===== src/rtl/fpu_arb_pkg.sv =====
// Shared types and default sizing for the FPU adder arbiter.
// Every module that touches the arbiter state imports this package.
package fpu_arb_pkg;

  localparam int DEFAULT_N_REQ = 3;
  localparam int DEFAULT_WIDTH = 25;

  typedef enum logic [1:0] {
    ARB_IDLE  = 2'd0,
    ARB_ISSUE = 2'd1,
    ARB_DONE  = 2'd2
  } arb_state_t;

endpackage : fpu_arb_pkg


===== src/rtl/rr_priority_pick.sv =====
// Combinational round-robin pick: the first set request bit at or above ptr,
// wrapping around to bit 0.
module rr_priority_pick
  import fpu_arb_pkg::*;
#(
  parameter int N_REQ = DEFAULT_N_REQ,
  parameter int IDW   = $clog2(N_REQ)
) (
  input  logic [N_REQ-1:0] req,
  input  logic [IDW-1:0]   ptr,
  output logic [IDW-1:0]   id,
  output logic             valid
);

  always_comb begin
    // NOTE: every output gets a default before the loop so no latch is inferred.
    id    = '0;
    valid = 1'b0;
    // Walk from the farthest offset down to 0 so the closest set bit wins last.
    for (int off = N_REQ - 1; off >= 0; off--) begin
      if (req[(int'(ptr) + off) % N_REQ]) begin
        id    = IDW'((int'(ptr) + off) % N_REQ);
        valid = 1'b1;
      end
    end
  end

endmodule : rr_priority_pick


===== src/rtl/adder_arbiter.sv =====
// Round-robin arbiter sharing one REQ/ACK adder among N_REQ FPU requesters.
// Latches the winner's operands, drives the adder handshake, returns Z/COUT with a one-cycle ACK.
module adder_arbiter
  import fpu_arb_pkg::*;
#(
  parameter int N_REQ = DEFAULT_N_REQ,
  parameter int WIDTH = DEFAULT_WIDTH,
  parameter int IDW   = $clog2(N_REQ)
) (
  input  logic                   CLK,
  input  logic                   RSTN,
  input  logic [N_REQ-1:0]       REQ,
  input  logic [N_REQ*WIDTH-1:0] A_IN,
  input  logic [N_REQ*WIDTH-1:0] B_IN,
  output logic [N_REQ-1:0]       ACK,
  output logic [WIDTH-1:0]       Z,
  output logic                   COUT,
  output logic                   BUSY,
  output logic [IDW-1:0]         GRANT_ID,
  output logic [WIDTH-1:0]       ADD_A,
  output logic [WIDTH-1:0]       ADD_B,
  output logic                   ADD_REQ,
  input  logic [WIDTH-1:0]       ADD_Z,
  input  logic                   ADD_COUT,
  input  logic                   ADD_ACK
);

  arb_state_t       state, state_nxt;
  logic [IDW-1:0]   ptr;
  logic [IDW-1:0]   pick_id;
  logic             pick_valid;
  logic [WIDTH-1:0] z_reg;
  logic             cout_reg;
  logic [WIDTH-1:0] a_slice [N_REQ];
  logic [WIDTH-1:0] b_slice [N_REQ];

  for (genvar i = 0; i < N_REQ; i++) begin : g_unpack
    assign a_slice[i] = A_IN[i*WIDTH +: WIDTH];
    assign b_slice[i] = B_IN[i*WIDTH +: WIDTH];
  end

  rr_priority_pick #(
    .N_REQ (N_REQ),
    .IDW   (IDW)
  ) u_pick (
    .req   (REQ),
    .ptr   (ptr),
    .id    (pick_id),
    .valid (pick_valid)
  );

  always_comb begin
    state_nxt = state;
    unique case (state)
      ARB_IDLE:  if (pick_valid) state_nxt = ARB_ISSUE;
      ARB_ISSUE: if (ADD_ACK)    state_nxt = ARB_DONE;
      ARB_DONE:                  state_nxt = ARB_IDLE;
      default:                   state_nxt = ARB_IDLE;
    endcase
  end

  // NOTE: sequential state uses non-blocking assignments so all registers update together.
  always_ff @(posedge CLK or negedge RSTN) begin
    if (!RSTN) begin
      state    <= ARB_IDLE;
      ptr      <= '0;
      GRANT_ID <= '0;
      ADD_A    <= '0;
      ADD_B    <= '0;
      z_reg    <= '0;
      cout_reg <= 1'b0;
    end else begin
      state <= state_nxt;
      // Operands are captured only at the grant edge; later A_IN/B_IN changes are ignored.
      if (state == ARB_IDLE && pick_valid) begin
        GRANT_ID <= pick_id;
        ADD_A    <= a_slice[pick_id];
        ADD_B    <= b_slice[pick_id];
      end
      if (state == ARB_ISSUE && ADD_ACK) begin
        z_reg    <= ADD_Z;
        cout_reg <= ADD_COUT;
      end
      if (state == ARB_DONE) begin
        ptr <= (GRANT_ID == IDW'(N_REQ - 1)) ? '0 : GRANT_ID + 1'b1;
      end
    end
  end

  // Handshake and result outputs decode from state, so reset clears them asynchronously.
  always_comb begin
    ACK     = '0;
    Z       = '0;
    COUT    = 1'b0;
    ADD_REQ = (state == ARB_ISSUE);
    BUSY    = (state != ARB_IDLE);
    if (state == ARB_DONE) begin
      ACK[GRANT_ID] = 1'b1;
      Z             = z_reg;
      COUT          = cout_reg;
    end
  end

endmodule : adder_arbiter


===== config.mk =====
export PLATFORM = sky130hd
export DESIGN_NAME = adder_arbiter
export DESIGN_NICKNAME = d
export VERILOG_FILES = /design/src/rtl/fpu_arb_pkg.sv /design/src/rtl/rr_priority_pick.sv /design/src/rtl/adder_arbiter.sv
export SDC_FILE = /design/constraint.sdc
export NUM_CORES = 1
export LEC_CHECK = 0
export CORE_ASPECT_RATIO = 1.2
export CORE_MARGIN = 5
export CORE_UTILIZATION = 39
export DETAILED_ROUTE_END_ITERATION = 10
export PLACE_DENSITY = 0.89
export SYNTH_ARGS = -nofsm -noshare
export SYNTH_HDL_FRONTEND = slang
export SYNTH_SLANG_ARGS = --single-unit

===== constraint.sdc =====
create_clock -name CLK -period 2.7 [get_ports CLK]
set_clock_uncertainty 0.05 [all_clocks]
set_input_delay 0.405 -clock CLK [delete_from_list [all_inputs] [get_ports CLK]]
set_output_delay 0.405 -clock CLK [all_outputs]
set_load 0.02 [all_outputs]

==> results.py, run 1 <==
metrics = {
    "outcome": {
        "status": "completed",
    },
    "logic_synthesis": {
        "synth-edff-count": 0,
        "synth.area.top_cells": "dfrtp_1 (44%), o211ai_2 (13%), mux2i_1 (12%)",
        "ys_types": 33,
        "synth_top_cell_by_area": "dfrtp_1",
        "syn_avg_cell_area_sq_um": 11.24,
        "syn_nets": 600,
        "synth_ff_type": "dfrtp_1",
        "syn_inst": 415,
        "synthesis.area_sq_mm": 0.004663,
        "synthTopCellsByCount": "dfrtp_1 (82), nand2_1 (56), mux2i_1 (54)",
        "seq_area_frac_synth_pct": 44.00,
        "yosys.area.top_type_share_pct": 44.00,
        "yosys_warnings": 0,
        "synth-seq-cells": 82,
        "async_flop_share_pct": 100.0,
        "synth.most_common_cell": "dfrtp_1",
    },
    "global_route": {
        "grtUsageMet1_pct": 22.57,
        "grt-ovfl-total": 0,
        "use_met3_pct": 9.847,
        "grt_usage_pct": 21.77,
        "grt_pass1_wl_um": 24150,
        "globalRouteMet2Util_pct": 37.86,
        "grt_pass1_vias": 4839,
        "grt_busiest_layer": "met2",
        "grt_max_degree": 83,
        "antenna_found_initial": 0,
    },
    "run": {
        "cap_violations": 0,
    },
    "placement": {
        "io_buffers": 264,
        "placed_area_sq_mm": 0.007383,
        "dpl_worst_slack_ns": 0.1342,
        "gp_congestion": 0.8025,
        "dp_hpwl_um": 12270,
        "dp_cells": 811,
    },
    "die": {
        "core_area_sq_mm": 0.01162,
        "die_y_um": 129.8,
        "die_w_um": 109.8,
        "rows": 43,
        "die_area_sq_mm": 0.01425,
        "start_util_pct": 40.13,
        "io_pins": 265,
    },
    "timing": {
        "setup_tns_ns": 0,
        "fin_crit_ns": 2.462,
        "rsz0062_at_grt": "no",
        "fin_ws_ns": 0.2381,
        "hold_ws_ns": 0.1869,
        "setup_violations": 0,
        "max_freq_ghz": 0.4062,
        "finalHoldViolations": 0,
        "fin_crit_sh_pct": 91.18,
        "drv_slew": 0,
        "max_slew.worst_pin.slew_ns": 1.048,
        "relSlewSlack_pct": 30.13,
    },
    "final_layout": {
        "final_area_sq_mm": 0.007690,
        "stdcell_count": 827,
        "fin_nets": 850,
        "n_antenna_cell": 0,
        "utilization_pct": 66.17,
        "areaGrowthSynthToFinish_pct": 64.90,
        "nFillCells": 872,
        "drive_gt1_share_pct": 16.27,
    },
    "power": {
        "ir_drop_mv": 0.6680,
        "p_total_mw": 8.877,
        "p_per_area_mw_per_mm2": 1154,
        "power_leakage_nw": 3.220,
    },
    "cts": {
        "ctsHoldBuffers": 0,
        "post-cts-setup-buffer-count": 0,
        "cts-resized-gates": 0,
        "clock_sinks": 82,
        "root_buffer": "clkbuf_16",
        "htreeDepth": 3,
        "cts_tree": "yes",
        "clk_latency_ns": 0.33,
        "cts_buffer_depth": 2,
        "cts.reportedPaths.clkPinSlew_ns": 0.07,
        "numCtsBuffers": 9,
    },
    "routing": {
        "first_pass_iters": 4,
        "drt-wirelength-per-cell_um": 19.24,
        "ant_nets": 0,
        "vias": 4303,
        "drt_iter0_drc": 141,
        "drc": 0,
        "avgViaCountPerCell": 5.203,
        "route.final.wire_length_um": 15910,
    },
    "critical_path": {
        "end_kind": "flop",
        "critPathMaxFanout": 19,
        "worstPathRequired_ns": 2.86,
        "cp_data_arrival_time_ns": 2.62,
        "worstSetupPathType": "flop to flop",
        "cp-start-kind": "flop",
    },
    "min_path": {
        "hold_path.class": "input port to asynchronous set/reset pin",
    },
}
==> area by class of cell <==
class	instances	area (sq um)	area share [%]
timing repair buffer	273	2745	35.70
multi-input combinational	294	2371	30.83
sequential	82	2052	26.68
clock buffer	13	260.3	3.384
tap	157	196.4	2.555
clock inverter	3	46.29	0.6020
inverter	5	18.77	0.2441
==> logic make-up (layout without fill, tap and decap cells) <==
family,count (synthesis),after routing,share of synthesized area (%)
simple gates,147,147,15.56
flops,82,82,44.00
mux,81,81,18.19
compound gates,63,63,16.18
buf+inv,39,294,5.259
fa+ha+maj,3,3,0.8050
==> layer usage <==
metal	wire, um	vias to the layer above
met3	1996	32
li1	-	1987
met2	7764	233
met4	467	0
met5	0	-
met1	5685	2051
==> power by group <==
| part | switching (mW) | internal (mW) | total [mW] |
|---|---|---|---|
| sequential | 0.337 | 1.87 | 2.21 |
| combinational | 2.90 | 2.51 | 5.41 |
| clock | 0.486 | 0.772 | 1.26 |
| total | 3.72 | 5.15 | 8.88 |
==> final timing paths <==
check | start | to | slack [ns] | cells past startpoint
max | ptr[1]$_DFFE_PN0P_ | ADD_A[4]$_DFFE_PN0P_ | 0.24 | 8
min | RSTN | ADD_B[3]$_DFFE_PN0P_ | 0.19 | 1
max reg2reg | ptr[1]$_DFFE_PN0P_ | ADD_A[4]$_DFFE_PN0P_ | 0.24 | 8
min reg2reg | ADD_B[15]$_DFFE_PN0P_ | ADD_B[15]$_DFFE_PN0P_ | 0.44 | 2
max in group asynchronous | RSTN | ADD_B[2]$_DFFE_PN0P_ | 1.70 | 1
min in group CLK | ADD_B[15]$_DFFE_PN0P_ | ADD_B[15]$_DFFE_PN0P_ | 0.44 | 2
==> layout by cell type, fill, tap and decap left out, types with 2 or more instances in the layout <==
cell               n
clkbuf_1           2
a21o_1             3
nand3_1           50
o211ai_2          50
dfrtp_1           82
buf_12             3
clkdlybuf4s50_1  263
ha_1               3
clkbuf_8           2
mux2i_1           54
or2_2              2
and2_1            26
nor2b_1            3
a31oi_4            2
nor3b_1            2
clkbuf_16          9
inv_1              5
buf_4              7
mux2_2            26
nand2b_1           3
nand2_1           56
==> critical path: stages (launching register included) <==
cell	delay (ns)
dfrtp_1	0.41
inv_1	0.07
ha_1	0.28
mux2i_1	0.32
nand4b_1	0.19
a31oi_4	0.25
buf_4	0.36
mux2i_1	0.30
o211ai_2	0.09
Power figures use the tool's default switching activity.
==> inputs of run 2 (changes only) <==
Settings changed: CTS_CLUSTER_DIAMETER set to 50, MAX_ROUTING_LAYER set to met4.
==> run 2 against run 1 <==
  * Via count hardly changed
  * Critical path depth stayed put
  * Clock-buffer cell count stayed put
  * Total power hardly changed
  * Global-route usage is 0.67 points higher
==> results.py, run 2 (synthesis results as in run 1) <==
metrics = {
    "outcome": {
        "status": "completed",
    },
    "critical_path": {
        "critPathMaxFanout": 19,
        "end_kind": "flop",
        "cp_data_arrival_time_ns": 2.64,
        "rrSetupSlack_ns": 0.22,
        "worstSetupPathType": "flop to flop",
        "crit_buf_inv": 2,
        "crit_path_top_delay_cell": "dfrtp_1",
        "crit_top_cell": "mux2i_1",
        "worstPathRequired_ns": 2.86,
        "path_cells": "inv_1 > ha_1 > mux2i_1 > nand4b_1 > a31oi_4 > buf_4 > mux2i_1 > o211ai_2",
        "crit_family": "multiplexers",
        "cp-start-kind": "flop",
        "critPathMaxStageDelay_ns": 0.41,
    },
    "final_layout": {
        "layout_common_cells": "clkdlybuf4s50_1 (263), dfrtp_1 (82), nand2_1 (56)",
        "layout_commonest_cell": "clkdlybuf4s50_1",
        "fin_nets": 850,
        "drive_gt1_share_pct": 16.27,
        "areaGrowthSynthToFinish_pct": 64.90,
        "stdcell_count": 827,
        "final_area_sq_mm": 0.007690,
        "n_antenna_cell": 0,
    },
    "global_route": {
        "grt_max_degree": 83,
        "grt-ovfl-total": 0,
        "grt_usage_pct": 22.45,
        "grt_pass1_vias": 4852,
        "antenna_found_initial": 0,
        "grt_pass1_wl_um": 24160,
    },
    "cts": {
        "htreeDepth": 3,
        "clock_sinks": 82,
        "post-cts-setup-buffer-count": 0,
        "numCtsBuffers": 9,
        "cts-resized-gates": 0,
        "clk_latency_ns": 0.33,
        "root_buffer": "clkbuf_16",
        "cts_buffer_depth": 2,
        "ctsHoldBuffers": 0,
        "cts.reportedPaths.clkPinSlew_ns": 0.07,
        "cts_tree": "yes",
    },
    "die": {
        "io_pins": 265,
        "die_w_um": 109.8,
        "start_util_pct": 40.13,
        "core_area_sq_mm": 0.01162,
        "die_area_sq_mm": 0.01425,
        "rows": 43,
        "die_y_um": 129.8,
    },
    "placement": {
        "gp_congestion": 0.8141,
        "dp_cells": 811,
        "io_buffers": 264,
        "placed_area_sq_mm": 0.007383,
        "dpl_worst_slack_ns": 0.1342,
        "dp_hpwl_um": 12270,
    },
    "min_path": {
        "hold_path.class": "input port to asynchronous set/reset pin",
    },
    "timing": {
        "fin_crit_ns": 2.480,
        "max_slew.worst_pin.slew_ns": 1.038,
        "max_freq_ghz": 0.4032,
        "setup_violations": 0,
        "relSlewSlack_pct": 30.79,
        "setup_tns_ns": 0,
        "fin_ws_ns": 0.2197,
        "drv_slew": 0,
        "finalHoldViolations": 0,
        "rsz0062_at_grt": "no",
        "fin_crit_sh_pct": 91.86,
    },
    "routing": {
        "drt-wirelength-per-cell_um": 19.24,
        "vias": 4307,
        "ant_nets": 0,
        "avgViaCountPerCell": 5.208,
        "drt_iter0_drc": 168,
        "route.final.wire_length_um": 15910,
        "drc": 0,
        "first_pass_iters": 4,
    },
    "run": {
        "cap_violations": 0,
    },
    "power": {
        "p_per_area_mw_per_mm2": 1155,
        "power_leakage_nw": 3.220,
        "p_total_mw": 8.880,
        "ir_drop_mv": 0.6663,
    },
}
run 2: cell counts in the layout (fill, tap and decap cells not counted):
No cell type changed its count.
run 2: layout make-up:
class                      instances  area, sq um
clock inverter                     3        46.29
timing repair buffer             273         2745
inverter                           5        18.77
clock buffer                      13        260.3
multi-input combinational        294         2371
tap                              157        196.4
fill                             872         3931
sequential                        82         2052
run 2: worst paths after layout:
path                                        from  cells after the start                    end
min in group CLK           ADD_B[15]$_DFFE_PN0P_                      2  ADD_B[15]$_DFFE_PN0P_
hold reg to reg            ADD_B[15]$_DFFE_PN0P_                      2  ADD_B[15]$_DFFE_PN0P_
setup reg to reg              ptr[1]$_DFFE_PN0P_                      8   ADD_A[4]$_DFFE_PN0P_
hold / removal                              RSTN                      1   ADD_B[3]$_DFFE_PN0P_
setup / recovery              ptr[1]$_DFFE_PN0P_                      8   ADD_A[4]$_DFFE_PN0P_
max in group asynchronous                   RSTN                      1   ADD_B[2]$_DFFE_PN0P_
run 2: power breakdown:
part / total (mW) / switching [mW] / internal (mW)
registers: 2.21 / 0.339 / 1.87
logic: 5.41 / 2.90 / 2.51
clock network: 1.26 / 0.487 / 0.771
total: 8.88 / 3.73 / 5.15
run 2: layer usage:
layer | vias to the layer above | share of wire, % | GRT usage (%)
met5 | - | 0 | -
met4 | 0 | 3.1 | 9.024
met3 | 37 | 10 | 7.472
met2 | 234 | 49 | 37.82
met1 | 2048 | 38 | 24.18
li1 | 1988 | - | -
run 2: metrics by stage:
stage,utilization [%],hold slack [ns]
after global placement,63.53,0.4175
after detailed placement,63.53,0.4221
after global routing,66.17,0.2824
final,66.17,0.1876
after CTS,66.17,0.2488
after floorplan,-,0.05941
==> RTL edit: new RTL, config.mk and constraints of run 1 <==
Encoding of `arb_state_t`: now one-hot (3 bits for 3 states).
--- a/src/rtl/fpu_arb_pkg.sv
+++ b/src/rtl/fpu_arb_pkg.sv
@@ -5,10 +5,10 @@
   localparam int DEFAULT_N_REQ = 3;
   localparam int DEFAULT_WIDTH = 25;
 
-  typedef enum logic [1:0] {
-    ARB_IDLE  = 2'd0,
-    ARB_ISSUE = 2'd1,
-    ARB_DONE  = 2'd2
+  typedef enum logic [2:0] {
+    ARB_IDLE  = 3'b001,
+    ARB_ISSUE = 3'b010,
+    ARB_DONE  = 3'b100
   } arb_state_t;
 
 endpackage : fpu_arb_pkg
Check against the original RTL: same outputs for any inputs over 4 cycles, from zero or initial values and one cycle with RSTN low; so few cycles prove little.
==> RTL edit against run 1 <==
Sequential cell count grew 1; cell area grew 6.6%; critical path type unchanged; routed wire length grew 5.7%; setup slack lost 28 ps; total power grew 9.0%; die area grew 6.9%; highest routed layer unchanged; count of clock-buffer cells in the layout shrank 3; synthesized area grew 7.5%.
==> RTL edit: results (changes against run 1) <==
detailed_routing:
  detail_route.first_pass.iterations: 5  # +1
  drt_iter0_drc: 190  # +35%
  wire_per_inst_um: 18.64  # -3.2%
  vias_per_cell: 5.413  # +4.0%
logic_synthesis:
  ys_seq_area_share_pct: 41.45  # -2.6 points
  ys_top_cells_by_area: "dfrtp_1 41%, a221oi_2 15%, o31ai_1 7.5%, and2_1 6.6%, mux2_2 5.8%"
  async_reset_ff_share_pct: 100.0  # unchanged
  ys_dominant_reg_cell: "dfrtp_1"
  synth_fp_nets: 672  # +12%
  ys_types: 39  # +18%
  ys_warn_count: 0  # unchanged
  synth_common_cells: "82 x dfrtp_1, 58 x nand2_1, 54 x nor2_1"
global_route:
  use_met3_pct: 5.641  # -4.2 points
  grt_pass1_vias: 5380  # +11%
  grt_util_all_layers_pct: 21.80  # +0.029 points
  grt_pass1_wl_mm: 26.68  # +10%
  grt_util_met2_pct: 39.23  # +1.4 points
  antenna_found_initial: 0  # unchanged
  grt_max_degree: 84  # +1.2%
  met1_usage_pct: 23.72  # +1.2 points
timing:
  relSlewSlack_pct: 29.06  # -1.1 points
finish:
  final_nets: 920  # +8.2%
  fillers: 965  # +11%
  insertedDiodeCount: 0  # unchanged
  drive_gt1_share_pct: 16.37  # +0.10 points
worst_setup_path:
  crit_family: "compound AO/OA/AOI/OAI gates"
  crit_arrival_ps: 2640  # +20 ps
  r2r_setup_slack_ps: 210  # -30 ps
  start_kind: "flop"
  cp_slowest_cell: "dfrtp_1"
  crit_fanout: 9  # -10
  cp_slowest_stage_delay_ps: 410  # about the same
  reg2reg_from: "ptr[1]"
  timing.rr.end: "ADD_B[0]"
clocking:
  clk_pin_slew_ps: 60
  clk_path_buf_depth: 2  # unchanged
  cts_max_level: 3  # unchanged
  cts-root-buf: "clkbuf_16"
  cts_buffers: 9  # unchanged
place:
  place_worst_setup_slack_ps: 34.67  # -99.49 ps
  place.gp.congestion: 0.8929  # +11%
  portBuffers: 264  # unchanged
  place_hpwl_mm: 12.93  # +5.4%
power_and_ir_drop:
  p_leak_nw: 3.353  # +4.2%
  irDropWorstVdd_mv: 0.6318  # -5.4%
run_status:
  status: "finished, final reports clean"
RTL edit: cell families (layout without fill, tap and decap cells):
| kind of cell | count (synthesis) | after routing | share of synthesized area [%] |
|---|---|---|---|
| adders and majority gates | 3 | 3 | 0.7488 |
| DFF | 83 | 83 | 41.45 |
| muxes | 29 | 29 | 6.538 |
| AOI/OAI and AO/OA | 118 | 118 | 25.98 |
| and+or+nand+nor | 203 | 203 | 19.82 |
| buffers and inverters | 51 | 303 | 5.465 |
RTL edit: stage by stage:
| stage | area, sq um | cells | hold slack (ps) | util, % |
|---|---|---|---|---|
| 6_report | 8194 | 903 | 223.9 | 64.97 |
| 5_1_grt | 8194 | 903 | 315.8 | 64.97 |
| 4_1_cts | 8192 | 903 | 262.8 | 64.95 |
| 2_1_floorplan | 5014 | 487 | 59.41 | - |
| 3_3_place_gp | 7875 | 888 | 410.1 | 62.44 |
| 3_5_place_dp | 7875 | 888 | 414.8 | 62.44 |
RTL edit: cell type report:
cell class,count,area [sq um],share of cell area (%)
Tap cell,164,205.2,2.504
Multi-Input combinational cell,353,2680,32.71
Timing Repair Buffer,283,2895,35.33
Clock buffer,10,239.0,2.916
Sequential cell,83,2078,25.36
Clock inverter,5,77.57,0.9467
Inverter,5,18.77,0.2290
RTL edit: how the worst max path moves through the flow:
| stage | to | slack, ps | cells after the start |
|---|---|---|---|
| 4_1_cts | ADD_A[15] | 210 | 8 |
| 6_report | ADD_B[0] | 210 | 8 |
| 2_1_floorplan | ADD_A[0] | 380 | 9 |
| 5_1_grt | ADD_A[3] | 80 | 9 |
| 3_5_place_dp | ADD_B[12] | 30 | 7 |
| 3_3_place_gp | ADD_A[17] | 100 | 8 |
RTL edit: report_power, final:
part / internal [mW] / total [mW] / switching, mW
clock network: 0.827 / 1.31 / 0.483
logic: 2.78 / 6.12 / 3.34
registers: 1.90 / 2.24 / 0.341
total: 5.51 / 9.67 / 4.16
RTL edit: layer usage:
metal  up-vias  routed length, um
met5         -                  0
met4         0                612
met3        48               1361
met2       248               8512
met1      2319               6342
li1       2273                  -
RTL edit: timing repair:
action,4_1_cts,5_1_grt
resized for setup,0,1
endpoints found under the hold margin,0,0
endpoints found under the setup margin,0,1
